File: src/rtl/mv_vector_stream_io.sv
// Streaming wrapper for the systolic matrix-vector multiplier: assembles an input
// element stream into a parallel vector, waits the compute latency, streams the result.
module mv_vector_stream_io #(
  parameter int WIDTH   = 8,
  parameter int SIZE    = 64,
  parameter int LATENCY = 4
) (
  input  logic                    clk,
  input  logic                    rst,
  input  logic                    s_valid,
  output logic                    s_ready,
  input  logic signed [WIDTH-1:0] s_data,
  input  logic                    s_last,
  output logic [SIZE*WIDTH-1:0]   vec_out,
  input  logic [SIZE*WIDTH-1:0]   vec_in,
  output logic                    m_valid,
  input  logic                    m_ready,
  output logic signed [WIDTH-1:0] m_data,
  output logic                    m_last,
  output logic                    busy,
  output logic                    err_len,
  output logic [1:0]              o_dbg_state
);

  // Both streams use plain valid/ready: a transfer happens on every rising edge
  // where valid && ready; data and last are stable whenever valid is high and
  // ready is low. s_ready/m_valid are pure functions of state (and rst).

  localparam int IW = (SIZE > 1) ? $clog2(SIZE) : 1;
  localparam logic [IW-1:0] LAST_IDX = IW'(SIZE - 1);
  localparam logic [7:0]    CNT_INIT = 8'(LATENCY - 1);

  typedef enum logic [1:0] {
    ST_LOAD    = 2'd0,
    ST_WAIT    = 2'd1,
    ST_CAPTURE = 2'd2,
    ST_STREAM  = 2'd3
  } state_t;

  state_t                r_state;
  state_t                w_next_state;
  logic [IW-1:0]         r_idx;
  logic [IW-1:0]         r_oidx;
  logic [7:0]            r_cnt;
  logic                  r_err;
  logic [WIDTH-1:0]      r_buf [SIZE];
  logic [WIDTH-1:0]      r_res [SIZE];
  logic [SIZE*WIDTH-1:0] r_vec_out;
  logic [SIZE*WIDTH-1:0] w_launch_vec;

  logic w_s_fire;
  logic w_m_fire;
  logic w_launch;
  logic w_len_err;
  logic w_m_done;

  assign w_s_fire  = s_valid && s_ready;
  assign w_m_fire  = m_valid && m_ready;
  assign w_launch  = w_s_fire && (s_last || (r_idx == LAST_IDX));
  assign w_len_err = w_s_fire && (s_last != (r_idx == LAST_IDX));
  assign w_m_done  = w_m_fire && (r_oidx == LAST_IDX);

  // Launch image: loaded elements, the element arriving now, zeros beyond it.
  always_comb begin
    w_launch_vec = '0;
    for (int i = 0; i < SIZE; i++) begin
      if (IW'(i) < r_idx) begin
        w_launch_vec[i*WIDTH +: WIDTH] = r_buf[i];
      end else if (IW'(i) == r_idx) begin
        w_launch_vec[i*WIDTH +: WIDTH] = s_data;
      end
    end
  end

  always_ff @(posedge clk) begin
    if (rst) begin
      r_state <= ST_LOAD;
    end else begin
      r_state <= w_next_state;
    end
  end

  always_comb begin
    w_next_state = r_state;
    case (r_state)
      ST_LOAD:    if (w_launch) w_next_state = ST_WAIT;
      ST_WAIT:    if (r_cnt == 8'd0) w_next_state = ST_CAPTURE;
      ST_CAPTURE: w_next_state = ST_STREAM;
      ST_STREAM:  if (w_m_done) w_next_state = ST_LOAD;
      default:    w_next_state = ST_LOAD;
    endcase
  end

  always_comb begin
    s_ready = 1'b0;
    m_valid = 1'b0;
    m_last  = 1'b0;
    busy    = 1'b0;
    if (!rst) begin
      case (r_state)
        ST_LOAD: s_ready = 1'b1;
        ST_STREAM: begin
          m_valid = 1'b1;
          m_last  = (r_oidx == LAST_IDX);
          busy    = 1'b1;
        end
        default: busy = 1'b1;
      endcase
    end
  end

  always_ff @(posedge clk) begin
    if (rst) begin
      r_idx     <= '0;
      r_oidx    <= '0;
      r_cnt     <= '0;
      r_err     <= 1'b0;
      r_vec_out <= '0;
      for (int i = 0; i < SIZE; i++) begin
        r_buf[i] <= '0;
        r_res[i] <= '0;
      end
    end else begin
      r_err <= w_len_err;
      if (w_s_fire) begin
        r_buf[r_idx] <= s_data;
        if (w_launch) begin
          r_vec_out <= w_launch_vec;
          r_idx     <= '0;
          r_cnt     <= CNT_INIT;
        end else begin
          r_idx <= r_idx + 1'b1;
        end
      end
      if (r_state == ST_WAIT && r_cnt != 8'd0) begin
        r_cnt <= r_cnt - 1'b1;
      end
      if (r_state == ST_CAPTURE) begin
        for (int i = 0; i < SIZE; i++) begin
          r_res[i] <= vec_in[i*WIDTH +: WIDTH];
        end
        r_oidx <= '0;
      end
      if (w_m_fire) begin
        r_oidx <= w_m_done ? '0 : r_oidx + 1'b1;
      end
    end
  end

  assign vec_out     = r_vec_out;
  assign m_data      = r_res[r_oidx];
  assign err_len     = r_err && !rst;
  assign o_dbg_state = r_state;

endmodule

File: config.mk
export PLATFORM = sky130hd
export DESIGN_NAME = mv_vector_stream_io
export DESIGN_NICKNAME = d
export VERILOG_FILES = /design/src/rtl/mv_vector_stream_io.sv
export SDC_FILE = /design/constraint.sdc
export NUM_CORES = 2
export LEC_CHECK = 0
export CAP_MARGIN = 0
export CORE_AREA = 3 3 409 411
export CTS_CLUSTER_SIZE = 12
export DETAILED_ROUTE_END_ITERATION = 6
export DIE_AREA = 0 0 412 414
export DONT_BUFFER_PORTS = 1
export PLACE_DENSITY = 0.53
export SYNTH_ARGS = -nofsm -noshare
export SYNTH_HDL_FRONTEND = slang
export SYNTH_SLANG_ARGS = --single-unit
File: constraint.sdc
create_clock -name clk -period 15.3 [get_ports clk]
set_input_delay 3.06 -clock clk [delete_from_list [all_inputs] [get_ports clk]]
set_output_delay 3.06 -clock clk [all_outputs]
set_load 0.02 [all_outputs]
Word level (Yosys, flattened, before mapping). Memory sizes are Yosys's and may differ from the RTL's. A register that Yosys moved wholly into a read port is not among the register bits. Cells that the tools add are included.

Register bits after elaboration: 535. Bits in writable memories: 1024. Input bits: 525. Output and inout port bits: 527. Logic and storage cells: 455. Memories kept: 2.

Memory list: r_buf (words 64, bits a word 8, read ports 64, clocked after Yosys merged registers in 1, wr ports 64, line 46) `logic [WIDTH-1:0] r_buf [SIZE];`; r_res (words 64, bits a word 8, read ports 1, clocked after Yosys merged registers in 1, wr ports 64, line 47) `logic [WIDTH-1:0] r_res [SIZE];`.

$add $sub $neg: 3. Order comparisons: 64. Equal/unequal tests: 72. Multiplexer cells: 224. Bitwise logic cells: 64. Reduce and logical (&&, ||, !) cells: 20.

Operators with widths (count): 8-bit two-way mux (196); 6-bit == test (first input constant) (32); 6-bit less-than comparator (first input constant) (32); 5-bit by 6-bit == test with 1-bit output (first input constant) (16); 5-bit by 6-bit less-than comparator with 1-bit output (first input constant) (16); 1-bit bitwise OR (64); 4-bit by 6-bit == test with 1-bit output (first input constant) (8); 4-bit by 6-bit less-than comparator with 1-bit output (first input constant) (8); 6-bit two-way mux (7); 3-bit by 6-bit == test with 1-bit output (first input constant) (4); 3-bit by 6-bit less-than comparator with 1-bit output (first input constant) (4); 1-bit two-way mux (17); 6-bit by 1-bit adder with 6-bit output (second input constant) (2); 2-bit by 6-bit == test with 1-bit output (first input constant) (2); 6-bit == test (second input constant) (2); 1-bit by 6-bit less-than comparator with 1-bit output (first input constant) (2); 2-bit by 6-bit less-than comparator with 1-bit output (first input constant) (2); 8-bit zero test (1); 2-bit one-hot mux with 4 select lines (1); 8-bit nonzero test (1); 8-bit OR reduction (1); 8-bit by 1-bit subtractor with 8-bit output (second input constant) (1); 1-bit logical AND (7); 1-bit by 6-bit == test with 1-bit output (first input constant) (1); other kinds (12) (20).

Depth between registers and ports, before layout.
Depth in word-level cells: 9. Depth in mapped cells: 12. Mapped depth without buffers: 7.

Least setup slack after synthesis. Ideal clock, no wire load.

Path kind: input-to-reg. From: input rst. To: memory r_res[0][0], enable pin. Setup time: 0.667 ns. Arrival time: 9.726 ns. Data required time: 14.633 ns. Slack: 4.907 ns. Stages: 3. Path buffers: 2. Path through: clkbuf_1 clkbuf_1 or2_2.

RTL lines: start: declaration (line 9) `input logic rst,`; end: declaration (line 47).

Final worst setup path.
From: input rst. To: output err_len.

Word-level cells in the longest chain between the ends: 2.

Ends and longest elaborated chain: 1-bit zero test (line 152) `assign err_len = r_err && !rst;`; 1-bit logical AND (line 152); end: declaration (line 21) `output logic err_len,`.

No other way between the ends.

==> results.json <==
{
  "total_power_mw": 10.5,
  "first_iter_violations": 4498,
  "setup_ws_ps": 7230,
  "grt_start_max_net_pins": 638,
  "power.leakage_nw": 25.3,
  "hold_path.class": "reg -> reg",
  "max_stage_delay_ps": 680,
  "utilization": 0.440,
  "synthCells": 5472,
  "cts-root-buf": "clkbuf_16",
  "worstPathMaxFanout": 248,
  "async_flop_share": 0,
  "cts_sinks": 1557,
  "fin_crit_sh": 0.528,
  "drv_cap": 0,
  "cts-resized-gates": 0,
  "synth_warnings": 0,
  "finClkSkew_ps": 33.9,
  "areaGrowthSynthToFinish_pct": 10.6,
  "synthSimpleGateAreaFrac": 0.187,
  "setup_tns_ps": 0,
  "synth_xor_area_frac": 0.000401,
  "drtPass1Iterations": 6,
  "antenna_found_initial": 135,
  "place_inst": 7207,
  "critPathSlowestCell": "buf_16",
  "synth_common_cells": "1,016 x edfxtp_1, 609 x nor2_1, 541 x dfxtp_1, 539 x and2_1, 412 x clkbuf_1",
  "max-slew-margin-rel": 0.0703,
  "vias": 44700,
  "yosys.area.top_type_share": 0.466,
  "gp_congestion": 0.863,
  "ctsHoldBuffers": 0,
  "layout.cells.non_filler": 7631,
  "status": "complete, no violations",
  "critPathMostFrequentCell": "buf_16",
  "die_y_microns": 414,
  "start_util": 0.398,
  "worstSetupPathType": "in -> out",
  "netlist_area_sq_um": 65500,
  "synth-edff-count": 1016,
  "grt_pass1_vias": 42600,
  "cp_num_buf_inv": 2,
  "synth_compound_area_frac": 0.0920,
  "wl_per_cell_microns": 31.1,
  "critPathCaptureType": "output pin",
  "clk_pin_slew_ps": 60,
  "fmax_mhz": 124,
  "cts_setup_buffers": 0,
  "syn_area_per_cell_sq_um": 12.0,
  "yosysUniqueCellTypes": 67,
  "synth_top_family_by_area": "simple AND/OR/NAND/NOR gates",
  "postRouteAntennaNets": 0,
  "synth_top_area_cell": "edfxtp_1",
  "yosys-mux-area-fraction": 0.0531,
  "fp.dieArea_sq_um": 171000,
  "clockBufferDepth": 3,
  "syn-num-nets": 6008,
  "critical_path_required_ps": 12240,
  "p_per_area_nw_per_um2": 146,
  "synthTopCellsByArea": "edfxtp_1 47%, dfxtp_1 17%, and2_1 5.2%, a221oi_1 4.5%, mux4_2 4.1%",
  "slew_violations": 0,
  "yosysMostFrequentCell": "edfxtp_1",
  "cts_tree": "done",
  "synth-adder-area-share": 0.00210,
  "cp_cell_sequence": "buf_16 > buf_16 > nor2b_1",
  "ios": 1052,
  "pre_cts_ws_ps": 7880,
  "nets": 5730,
  "coreArea_sq_um": 164000,
  "setup_violations": 0,
  "portBuffers": 0,
  "synthFlopType": "edfxtp_1",
  "dp_hpwl_microns": 156000,
  "htreeDepth": 4,
  "max_slew.worst_pin.slew_ps": 1380,
  "synth-seq-area-share": 0.632,
  "design_area_sq_um": 72400,
  "rows": 149,
  "drive_gt1_frac": 0.0906,
  "drc_errors": 0,
  "insertion_delay_ps": 810,
  "ir_drop_v": 0.000115,
  "whs_ps": 453,
  "grt.total_usage": 0.269,
  "grt_pass1_wl_microns": 331000,
  "critPathArrivalTime_ps": 5010,
  "drt_wl_total_microns": 237000,
  "start_kind": "input pin",
  "dpl_cell_area_sq_um": 66600,
  "grt.overflow.total": 0,
  "ys_ff_latch": 1557,
  "cts_made_buffers": 171,
  "hold_violations": 0,
  "path_delay_family": "buffers and inverters",
  "rsz0062_at_grt": "false",
  "period_minus_slack_ps": 8070,
  "via_per_inst": 5.86,
  "die_x_microns": 412
}
==> state kept, by name (all words and copies together) (netlist names), named ones only <==
| name | count |
|---|---|
| r_res | 512 |
| r_oidx | 6 |
| o_dbg_state | 2 |
| r_err | 1 |
| r_buf | 504 |
| r_cnt | 8 |
| r_idx | 6 |
| vec_out | 512 |
==> worst register-to-register path, delay by kind of cell, from the launching register on <==
| family | cells | cell delay, ps |
|---|---|---|
| adders and majority gates | 1 | 470 |
| DFF | 1 | 620 |
| buffers and inverters | 2 | 1650 |
| and+or+nand+nor | 6 | 2280 |
==> path summary, 6_finish.rpt <==
path | start | to | slack (ps) | cells after the start
setup reg to reg | r_idx[5] | vec_out[498] | 10200 | 9
hold reg to reg | r_buf[62][1] | vec_out[497] | 450 | 2
hold / removal | r_buf[62][1] | vec_out[497] | 450 | 2
setup / recovery | rst | err_len | 7230 | 3
==> cell usage in the layout (no fill, tap or decap), drive strengths merged, types with 34 or more instances in the layout <==
cell	synthesis	layout
a311oi	67	67
nand3	106	106
and2	539	539
a21oi	152	152
nor2b	261	261
edfxtp	1016	1016
a221oi	335	335
a22oi	34	34
mux4	131	131
and3	219	219
nor3	300	300
clkinv	1	40
mux2i	35	35
dfxtp	541	541
clkbuf	415	270
a31oi	35	35
o21ai	139	139
diode	0	101
nand2	243	243
buf	103	67
nor2	617	617
==> where the power goes <==
part           switching [mW]  internal, mW
registers               0.506          5.00
clock network            1.74          2.29
logic                   0.644         0.348
==> cell families (layout without fill, tap and decap cells) <==
logic type / Yosys count / in the layout
AO/OA/AOI/OAI: 834 / 834
XOR/XNOR: 3 / 3
adder cells (fa/ha/maj): 11 / 11
buffers and inverters: 531 / 400
flip-flops: 1557 / 1557
multiplexers: 178 / 178
other: 0 / 101
AND/OR/NAND/NOR: 2358 / 2358
==> cell type report <==
cell class / count / area, sq um
Antenna cell: 101 / 253
Clock buffer: 270 / 4970
Clock inverter: 50 / 452
Fill cell: 15200 / 92000
Inverter: 13 / 53.8
Multi-Input combinational cell: 3384 / 21900
Sequential cell: 1557 / 41400
Tap cell: 2189 / 2740
Timing Repair Buffer: 67 / 613
==> routing by layer <==
| layer | up-vias | track usage | part of all wire |
|---|---|---|---|
| li1 | 19700 | - | - |
| met1 | 22600 | 0.326 | 0.38 |
| met2 | 1871 | 0.443 | 0.48 |
| met3 | 484 | 0.0795 | 0.092 |
| met4 | 34 | 0.115 | 0.048 |
| met5 | - | 0 | 0.00083 |
Power figures use the tool's default switching activity.
